[config.mk]
export PLATFORM = sky130hd
export DESIGN_NAME = out_display_driver
export DESIGN_NICKNAME = d
export VERILOG_FILES = /design/src/rtl/outdisp_pkg.sv /design/src/rtl/out_display_driver_dd_bcd8.sv /design/src/rtl/out_display_driver.sv
export SDC_FILE = /design/constraint.sdc
export NUM_CORES = 1
export LEC_CHECK = 0
export ABC_AREA = 1
export BUFFER_PORTS_ARGS = -buffer_cell sky130_fd_sc_hd__buf_2
export CAP_MARGIN = 20
export CORE_AREA = 3 3 63 94
export CTS_CLUSTER_DIAMETER = 80
export DETAILED_ROUTE_END_ITERATION = 16
export DIE_AREA = 0 0 66 97
export GPL_TIMING_DRIVEN = 0
export PLACE_DENSITY = 0.83
export SYNTH_ARGS = -nofsm -noshare
export SYNTH_HDL_FRONTEND = slang
export SYNTH_SLANG_ARGS = --single-unit
[constraint.sdc]
create_clock -name clk -period 2.6 [get_ports clk]
set_clock_uncertainty 0.15 [all_clocks]
set_input_delay 0.13 -clock clk [delete_from_list [all_inputs] [get_ports clk]]
set_output_delay 0.13 -clock clk [all_outputs]
set_load 0.1 [all_outputs]
[src/rtl/outdisp_pkg.sv]
// Shared types, digit indices, 7-segment glyphs and the double-dabble step
// used by the output display driver and its BCD engine.
package outdisp_pkg;

  typedef enum logic {IDLE, CONV} state_t;

  localparam logic [1:0] DIG_ONES     = 2'd0;
  localparam logic [1:0] DIG_TENS     = 2'd1;
  localparam logic [1:0] DIG_HUNDREDS = 2'd2;

  localparam logic [6:0] SEG_BLANK = 7'b0000000;

  // Glyph for one decimal digit, segments {g,f,e,d,c,b,a}, active-high.
  function automatic logic [6:0] seg7_of(input logic [3:0] nib);
    case (nib)
      4'd0:    seg7_of = 7'b0111111;
      4'd1:    seg7_of = 7'b0000110;
      4'd2:    seg7_of = 7'b1011011;
      4'd3:    seg7_of = 7'b1001111;
      4'd4:    seg7_of = 7'b1100110;
      4'd5:    seg7_of = 7'b1101101;
      4'd6:    seg7_of = 7'b1111101;
      4'd7:    seg7_of = 7'b0000111;
      4'd8:    seg7_of = 7'b1111111;
      4'd9:    seg7_of = 7'b1101111;
      default: seg7_of = SEG_BLANK;
    endcase
  endfunction

  // One double-dabble iteration on {bcd[11:0], bin[7:0]}: add 3 to every
  // BCD nibble >= 5, then shift the whole register left by one.
  function automatic logic [19:0] dd_step(input logic [19:0] sr);
    logic [19:0] adj;
    adj = sr;
    for (int i = 0; i < 3; i++) begin
      if (adj[8+4*i +: 4] >= 4'd5)
        adj[8+4*i +: 4] = adj[8+4*i +: 4] + 4'd3;
    end
    dd_step = {adj[18:0], 1'b0};
  endfunction

endpackage

[src/rtl/out_display_driver_dd_bcd8.sv]
// Iterative 8-bit binary to 3-digit BCD converter (double dabble).
// A start in IDLE loads the operand; eight CONV edges later the result is
// presented on bcd together with a one-cycle done, and the engine is idle.
module dd_bcd8
  import outdisp_pkg::*;
(
  input  logic        clk,
  input  logic        reset,
  input  logic        start,
  input  logic [7:0]  bin,
  output logic        busy,
  output logic        done,
  output logic [11:0] bcd
);

  state_t      state, state_next;
  logic [2:0]  cnt, cnt_next;
  logic [19:0] sr, sr_next, shifted;

  assign shifted = dd_step(sr);
  assign busy    = (state == CONV);
  // The result is taken from the final shift so it is ready on the 8th edge.
  assign bcd     = shifted[19:8];

  // State, iteration counter and shift register.
  always_ff @(posedge clk) begin
    if (reset) begin
      state <= IDLE;
      cnt   <= 3'd0;
      sr    <= 20'd0;
    end else begin
      // NOTE: non-blocking so every register samples pre-edge values.
      state <= state_next;
      cnt   <= cnt_next;
      sr    <= sr_next;
    end
  end

  // Next-state logic: load on start, iterate in CONV, finish after 8 steps.
  always_comb begin
    // NOTE: defaults first so no path leaves a signal unassigned (no latch).
    state_next = state;
    cnt_next   = cnt;
    sr_next    = sr;
    done       = 1'b0;
    case (state)
      IDLE: begin
        if (start) begin
          sr_next    = {12'd0, bin};
          cnt_next   = 3'd0;
          state_next = CONV;
        end
      end
      CONV: begin
        sr_next  = shifted;
        cnt_next = cnt + 3'd1;
        if (cnt == 3'd7) begin
          done       = 1'b1;
          state_next = IDLE;
        end
      end
      default: state_next = IDLE;
    endcase
  end

endmodule

[src/rtl/out_display_driver.sv]
// Output-register display driver: captures OUT bytes, converts them to BCD,
// and scans three multiplexed 7-segment digits with leading-zero blanking.
// A one-entry pending buffer holds a byte that arrives during a conversion.
module out_display_driver
  import outdisp_pkg::*;
#(
  parameter int SCAN_DIV = 1024
) (
  input  logic        clk,
  input  logic        reset,
  input  logic        out_strobe,
  input  logic [7:0]  out_data,
  output logic        busy,
  output logic        overrun,
  output logic [11:0] bcd_value,
  output logic [6:0]  seg,
  output logic [2:0]  dig_en
);

  localparam int PW = $clog2(SCAN_DIV);

  logic          pending_valid;
  logic [7:0]    pending_data;
  logic          start;
  logic [7:0]    start_bin;
  logic          done;
  logic [11:0]   conv_bcd;
  logic [PW-1:0] presc;
  logic [1:0]    dig_idx;
  logic [3:0]    digit;
  logic          blank;

  // A waiting pending byte always wins over a fresh strobe.
  assign start     = !busy && (pending_valid || out_strobe);
  assign start_bin = pending_valid ? pending_data : out_data;

  dd_bcd8 u_dd (
    .clk   (clk),
    .reset (reset),
    .start (start),
    .bin   (start_bin),
    .busy  (busy),
    .done  (done),
    .bcd   (conv_bcd)
  );

  // Pending buffer: park strobes that cannot start now; flag lost bytes.
  always_ff @(posedge clk) begin
    if (reset) begin
      pending_valid <= 1'b0;
      pending_data  <= 8'd0;
      overrun       <= 1'b0;
    end else begin
      overrun <= 1'b0;
      if (out_strobe && (busy || pending_valid)) begin
        pending_data  <= out_data;
        pending_valid <= 1'b1;
        overrun       <= busy && pending_valid;
      end else if (start && pending_valid) begin
        pending_valid <= 1'b0;
      end
    end
  end

  // Displayed value updates only when a conversion completes.
  always_ff @(posedge clk) begin
    if (reset)     bcd_value <= 12'd0;
    else if (done) bcd_value <= conv_bcd;
  end

  // Scan prescaler and digit index: each digit lit for SCAN_DIV cycles.
  always_ff @(posedge clk) begin
    if (reset) begin
      presc   <= '0;
      dig_idx <= DIG_ONES;
    end else if (presc == PW'(SCAN_DIV - 1)) begin
      presc   <= '0;
      dig_idx <= (dig_idx == DIG_HUNDREDS) ? DIG_ONES : dig_idx + 2'd1;
    end else begin
      presc <= presc + 1'b1;
    end
  end

  // Digit select, leading-zero blanking and segment decode.
  always_comb begin
    digit  = bcd_value[3:0];
    blank  = 1'b0;
    dig_en = 3'b001;
    case (dig_idx)
      DIG_TENS: begin
        digit  = bcd_value[7:4];
        blank  = (bcd_value[11:8] == 4'd0) && (bcd_value[7:4] == 4'd0);
        dig_en = 3'b010;
      end
      DIG_HUNDREDS: begin
        digit  = bcd_value[11:8];
        blank  = (bcd_value[11:8] == 4'd0);
        dig_en = 3'b100;
      end
      default: ;
    endcase
    seg = blank ? SEG_BLANK : seg7_of(digit);
  end

endmodule

==> run metrics, run 1 <==
Hold Crit Depth 3; drt drc 0; status completed; Max Cap Viol 0; Final Util 71.41%; Worst EP arrival 2230 ps; clock buffer depth 2; initial antenna violation count 0; Fmax 398.0 MHz; Remaining Overflow, GRT 0; CTS sink cnt 58; syn nets 442; CTS H-tree depth 3; number of nets with antenna violations after routing 0; Hold Fails Final Rpt 0; crit start category flip-flop; Yosys Warn Count 0; area delta synth->final 25.93%; reg2reg path depth 6; Nets 497; row count 32; via count 2876; worst-margin pin slew 502.9 ps; Synth area leaders dfxtp_1, nand2_1, ha_1, o21ai_0, nor2_1; Critical Path Fanout Max 8; cts bufs inserted 9; WS Path Type reg -> out; vias per cell 5.326; cell family with most CP delay simple AND/OR/NAND/NOR gates; root buffer cell clkbuf_8; Hold EP overrun; slew margin rel. 66.47%; Final Max Slew Viols 0; layout cell share with drive strength beyond 1 19.07%; worst reg-to-reg setup slack 960 ps; Distinct cells, synth 26; Buf/Inv on CP 3; largest area contributor in the netlist dfxtp_1; Clk pin slew, worst setup/hold paths 60 ps; CP endpoint kind output pin; first-pass GRT wire length 11430 um; hold path start out_strobe; Worst-Skew Late Latency 350 ps; FF+latch count, synth 58; core area 0.005165 sq mm; Antenna Cells 0; worst path cell trace inv_4, ha_4, or2_1, nand2_2, inv_2, ha_2, nand3b_1, nand2_2, nor2_2, nor2_4, buf_12; required time of the critical path 2320 ps; final setup violating endpoints 0; Hold WC Path Type in -> reg; Final min period 2513 ps; Tcrit/Tclk final 96.64%; mean area per synthesized cell 7.109 sq um; Async S/R FF share, synth 0%; R2R Path Start presc[0]; first-pass detailed-route iteration total 4; final hold slack 113.4 ps; most used cell, CP nand2_2; fraction of the yosys area taken by sequential cells 39.64%; WL/cell 12.78 um; Setup Total Neg Slack 0 ps; count of input and output buffers 33; CTS tree yes; CP peak stage delay 350 ps; crit path from dig_idx[1]; Die W 66 um; worst r2r dst dig_idx[1]; initial DRC count 151; RD Place Congestion 0.8517; leak pwr 1.594 nW; maximum vdd ir drop 626.2 uV; post-synthesis cell count 412; area share of the largest cell type after synthesis 39.64%; Synth Cell Area 0.002929 sq mm; vias in the first global route 2758; Starting Density 56.71%; FILL cells 399; Pwr Density 544.6 mW/mm^2; Global Route Usage Sum 22.40%; Die ar. 0.006402 sq mm; dpl hpwl 4791 um; largest net degree at the start of global routing 11; io pins 35; top post-synthesis cells by count nand2_1, dfxtp_1, nor2_1, inv_1, o21ai_0; Critical-path top delay cell dfxtp_2; Post-Route WL 6901 um; Die Y 97 um; number of flops mapped to enable cells by yosys 0; ys flop type dfxtp_1; count leader, synth nand2_1
## registers in the layout (all words and copies together) (netlist names)
register and count:
bcd_value 12, dig_idx 2, u_dd.cnt 3, u_dd.sr 20
presc 10, pending_data 8, pending_valid 1, overrun 1
u_dd.busy 1
## worst register-to-register path: stages, from the launching register on
cell	delay, ps
dfxtp_1	350
ha_1	190
inv_1	50
nor2_1	260
nand3_1	230
o21ai_0	240
a21oi_1	60
## placed cells by master, fill, tap and decap left out, types with 3 or more instances in the layout
cell type | synthesis | final
nand4_1 | 8 | 8
o22ai_1 | 6 | 6
dlygate4sd3_1 | 0 | 9
buf_2 | 5 | 31
a31oi_1 | 8 | 8
xor2_1 | 4 | 4
buf_6 | 2 | 4
dfxtp_1 | 58 | 55
ha_1 | 19 | 15
inv_1 | 41 | 37
nand2_2 | 4 | 6
a21oi_1 | 20 | 20
buf_12 | 0 | 3
nor2_1 | 46 | 36
clkbuf_1 | 3 | 3
clkinv_2 | 1 | 5
o21ai_0 | 39 | 39
nand3_1 | 33 | 33
buf_4 | 1 | 4
nor2_4 | 1 | 9
clkbuf_8 | 0 | 10
nand2_1 | 103 | 101
## power by group
part           leakage, nW  internal (W)  switching [W]
registers            0.474      0.000919      0.0000174
clock network        0.116      0.000558       0.000359
logic                 1.00     0.0000545       0.000101
total                 1.59       0.00153       0.000477
## logic make-up (layout without fill, tap and decap cells)
family          count (synthesis)  count (layout)  synth area share [%]
flops                          58              58                 39.64
simple gates                  201             201                 29.43
fa+ha+maj                      19              19                 8.116
compound gates                 73              73                 13.07
xor+xnor                        6               6                 1.794
buf+inv                        55             115                 7.945
## metal layers
layer | track usage, % | part of all wire, %
met4 | 12.83 | 2.7
met1 | 22.70 | 38
met2 | 41.50 | 54
met5 | 0 | 0
met3 | 3.252 | 5.1
## cell type report
type / count / area (sq um) / area share [%]
Buffer: 11 / 66.31 / 1.798
Timing Repair Buffer: 44 / 340.3 / 9.227
Clock buffer: 10 / 137.6 / 3.731
Sequential cell: 58 / 1167 / 31.65
Multi-Input combinational cell: 299 / 1635 / 44.34
Inverter: 44 / 176.4 / 4.783
Tap cell: 68 / 85.08 / 2.307
Clock inverter: 6 / 80.08 / 2.171
## stage by stage
step | total power [W] | setup slack (ps) | instance area, sq um | cells
3_5_place_dp | 0.001098 | -294.4 | 3238 | 513
6_report | 0.002009 | 87.38 | 3689 | 540
5_1_grt | 0.002073 | -46.32 | 3689 | 540
2_1_floorplan | 0.001059 | -163.7 | 2988 | 412
4_1_cts | 0.002014 | 20.19 | 3638 | 538
3_3_place_gp | 0.001094 | -211.9 | 3238 | 513
## worst max-delay path by stage
stage	cells after the start	slack (ps)	end
2_1_floorplan	9	-160	seg[3]
3_3_place_gp	10	-210	seg[3]
3_5_place_dp	10	-290	seg[3]
4_1_cts	11	20	seg[5]
5_1_grt	13	-50	seg[5]
6_report	11	90	seg[5]
## what timing repair did
action	in CTS	in global routing
endpoints found under the hold margin	21	0
hold buffers	9	0
resized for setup	27	13
pin swaps	2	3
setup buffers	0	2
setup endpoints to repair	7	7
Note: power is estimated with default switching activity, not from simulation.
==> run 2, diff against run 1 <==
--- a/config.mk
+++ b/config.mk
@@ -8,10 +8,10 @@
 export ABC_AREA = 1
 export BUFFER_PORTS_ARGS = -buffer_cell sky130_fd_sc_hd__buf_2
 export CAP_MARGIN = 20
-export CORE_AREA = 3 3 63 94
+export CORE_AREA = 2 2 62 93
 export CTS_CLUSTER_DIAMETER = 80
 export DETAILED_ROUTE_END_ITERATION = 16
-export DIE_AREA = 0 0 66 97
+export DIE_AREA = 0 0 64 95
 export GPL_TIMING_DRIVEN = 0
 export PLACE_DENSITY = 0.83
 export SYNTH_ARGS = -nofsm -noshare
==> run 2 against run 1 <==
Effect of this change: design area is 0.78% lower; fmax is 1.8% lower; register-to-register slack better by 40 ps; power is 5.7% lower; core utilization is 2.7 points lower; non-clock buffer count is 1 higher; worst setup slack worse by 46 ps; clock-buffer cell count is 1 lower; sequential share of layout area is 0.18 points higher; sequential power hardly changed; sequential cell count stayed put; critical path type unchanged.
==> run metrics, run 2 (synthesized netlist as in run 1, its figures left out) <==
count of input and output buffers 33; Tcrit/Tclk final 98.40%; required time of the critical path 2320 ps; drt drc 0; CTS tree yes; most frequent cells in the layout nand2_1, dfxtp_1, o21ai_0; via count 2823; area delta synth->final 24.95%; Largest Register u_dd.sr; WL/cell 12.19 um; Die W 64 um; Hold Crit Depth 3; vias per cell 5.199; Starting Density 54.99%; RSZ-0062 raised after global routing yes; row count 33; slew margin rel. 67.65%; Die ar. 0.006080 sq mm; Worst EP arrival 2280 ps; WS Path Type reg -> out; final setup violating endpoints 0; Hold WC Path Type in -> reg; worst reg-to-reg setup slack 1000 ps; Worst-Skew Late Latency 340 ps; largest net degree at the start of global routing 12; maximum vdd ir drop 461.2 uV; first-pass GRT wire length 11400 um; final hold slack 119.4 ps; Pwr Density 517.4 mW/mm^2; core area 0.005326 sq mm; layout cell share with drive strength beyond 1 18.82%; CTS H-tree depth 3; initial DRC count 125; cts bufs inserted 9; crit start category flip-flop; Max Cap Viol 0; Hold EP overrun; reg2reg path depth 7; RD Place Congestion 0.7809; Clk pin slew, worst setup/hold paths 70 ps; Critical Path Fanout Max 8; Largest register FFs 20; initial antenna violation count 0; CTS sink cnt 58; Post-Route WL 6620 um; Hold Fails Final Rpt 0; FILL cells 426; Final min period 2558 ps; top flop regs u_dd.sr: 20 flops, bcd_value: 12 flops, presc: 10 flops; commonest non-fill, non-tap cell in the layout nand2_1; io pins 35; Final Max Slew Viols 0; hold path start out_strobe; worst-margin pin slew 485.3 ps; Antenna Cells 0; vias in the first global route 2740; Fmax 390.9 MHz; first-pass detailed-route iteration total 4; clock buffer depth 2; dpl hpwl 4663 um; R2R Path Start u_dd.cnt[0]; root buffer cell clkbuf_8; Nets 498; Global Route Usage Sum 23.66%; worst r2r dst bcd_value[1]; status completed; Die Y 95 um; power after layout 0.001894 W; number of nets with antenna violations after routing 0; Remaining Overflow, GRT 0; CP endpoint kind output pin; leak pwr 1.581 nW
[run 2: cell types whose count changed in the layout (fill, tap and decap cells not counted)]
cell / previous run / this run
ha_2: 2 / 1
buf_8: 1 / 0
dfxtp_4: 1 / 0
clkinvlp_4: 0 / 1
clkinv_4: 0 / 2
dfxtp_2: 2 / 3
buf_4: 4 / 6
bufinv_16: 2 / 1
inv_4: 2 / 1
clkinv_2: 5 / 4
clkbuf_8: 10 / 9
inv_1: 37 / 38
ha_1: 15 / 16
[run 2: stage by stage]
stage / instances / instance area, sq um / worst slack (ps) / utilization, % / setup TNS [ps]
after floorplan: 412 / 2988 / -163.7 / - / -163.7
after global placement: 515 / 3241 / -218.2 / 60.84 / -306.2
after detailed placement: 515 / 3241 / -262.2 / 60.84 / -403.5
after CTS: 540 / 3608 / -25.96 / 67.75 / -25.96
after global routing: 543 / 3660 / -49.69 / 68.71 / -134.6
final: 543 / 3660 / 41.60 / 68.71 / 0
[run 2: layout make-up]
class | instances | area (sq um) | share of cell area, %
clock buffer | 9 | 123.9 | 3.385
buffer | 11 | 66.31 | 1.812
multi-input combinational | 299 | 1633 | 44.62
inverter | 44 | 173.9 | 4.752
clock inverter | 7 | 70.07 | 1.915
sequential | 58 | 1165 | 31.83
tap | 70 | 87.58 | 2.393
timing repair buffer | 45 | 340.3 | 9.299
[run 2: power breakdown]
group,total (W),internal [W],switching [W]
clock,0.000802,0.000439,0.000363
sequential,0.000938,0.000920,0.0000182
combinational,0.000153,0.0000544,0.0000988
[run 2: critical path: stages, from the launching register on]
cell	delay (ps)
dfxtp_2	370
inv_4	60
ha_4	250
or2_1	220
nand2_2	140
inv_2	70
ha_4	280
nor2_4	40
nor2_1	240
nor2_4	80
buf_12	170
[run 2: timing repair]
action | in CTS | in global routing
setup endpoints to repair | 7 | 6
buffers inserted | 0 | 3
hold buffers | 9 | 0
cloned | 0 | 0
resized for setup | 27 | 7
hold endpoints to repair | 21 | 0
pin swaps | 2 | 3
[run 2: worst max path at each step]
stage                       startpoint  slack (ps)  endpoint  depth (start not counted)
after floorplan           bcd_value[4]        -160    seg[3]                          9
after global placement      dig_idx[0]        -220    seg[3]                         10
after detailed placement    dig_idx[0]        -260    seg[3]                         10
after CTS                   dig_idx[0]         -30    seg[3]                         10
after global routing        dig_idx[0]         -50    seg[6]                         11
final                       dig_idx[0]          40    seg[3]                         10
[run 2: routing by layer]
| layer | global-route usage (%) | up-vias | wire length [um] |
|---|---|---|---|
| met5 | 0 | - | 0 |
| met4 | 10.69 | 0 | 171 |
| met3 | 5.721 | 14 | 284 |
| met2 | 46.53 | 78 | 3560 |
| met1 | 22.57 | 1270 | 2604 |
| li1 | - | 1461 | - |
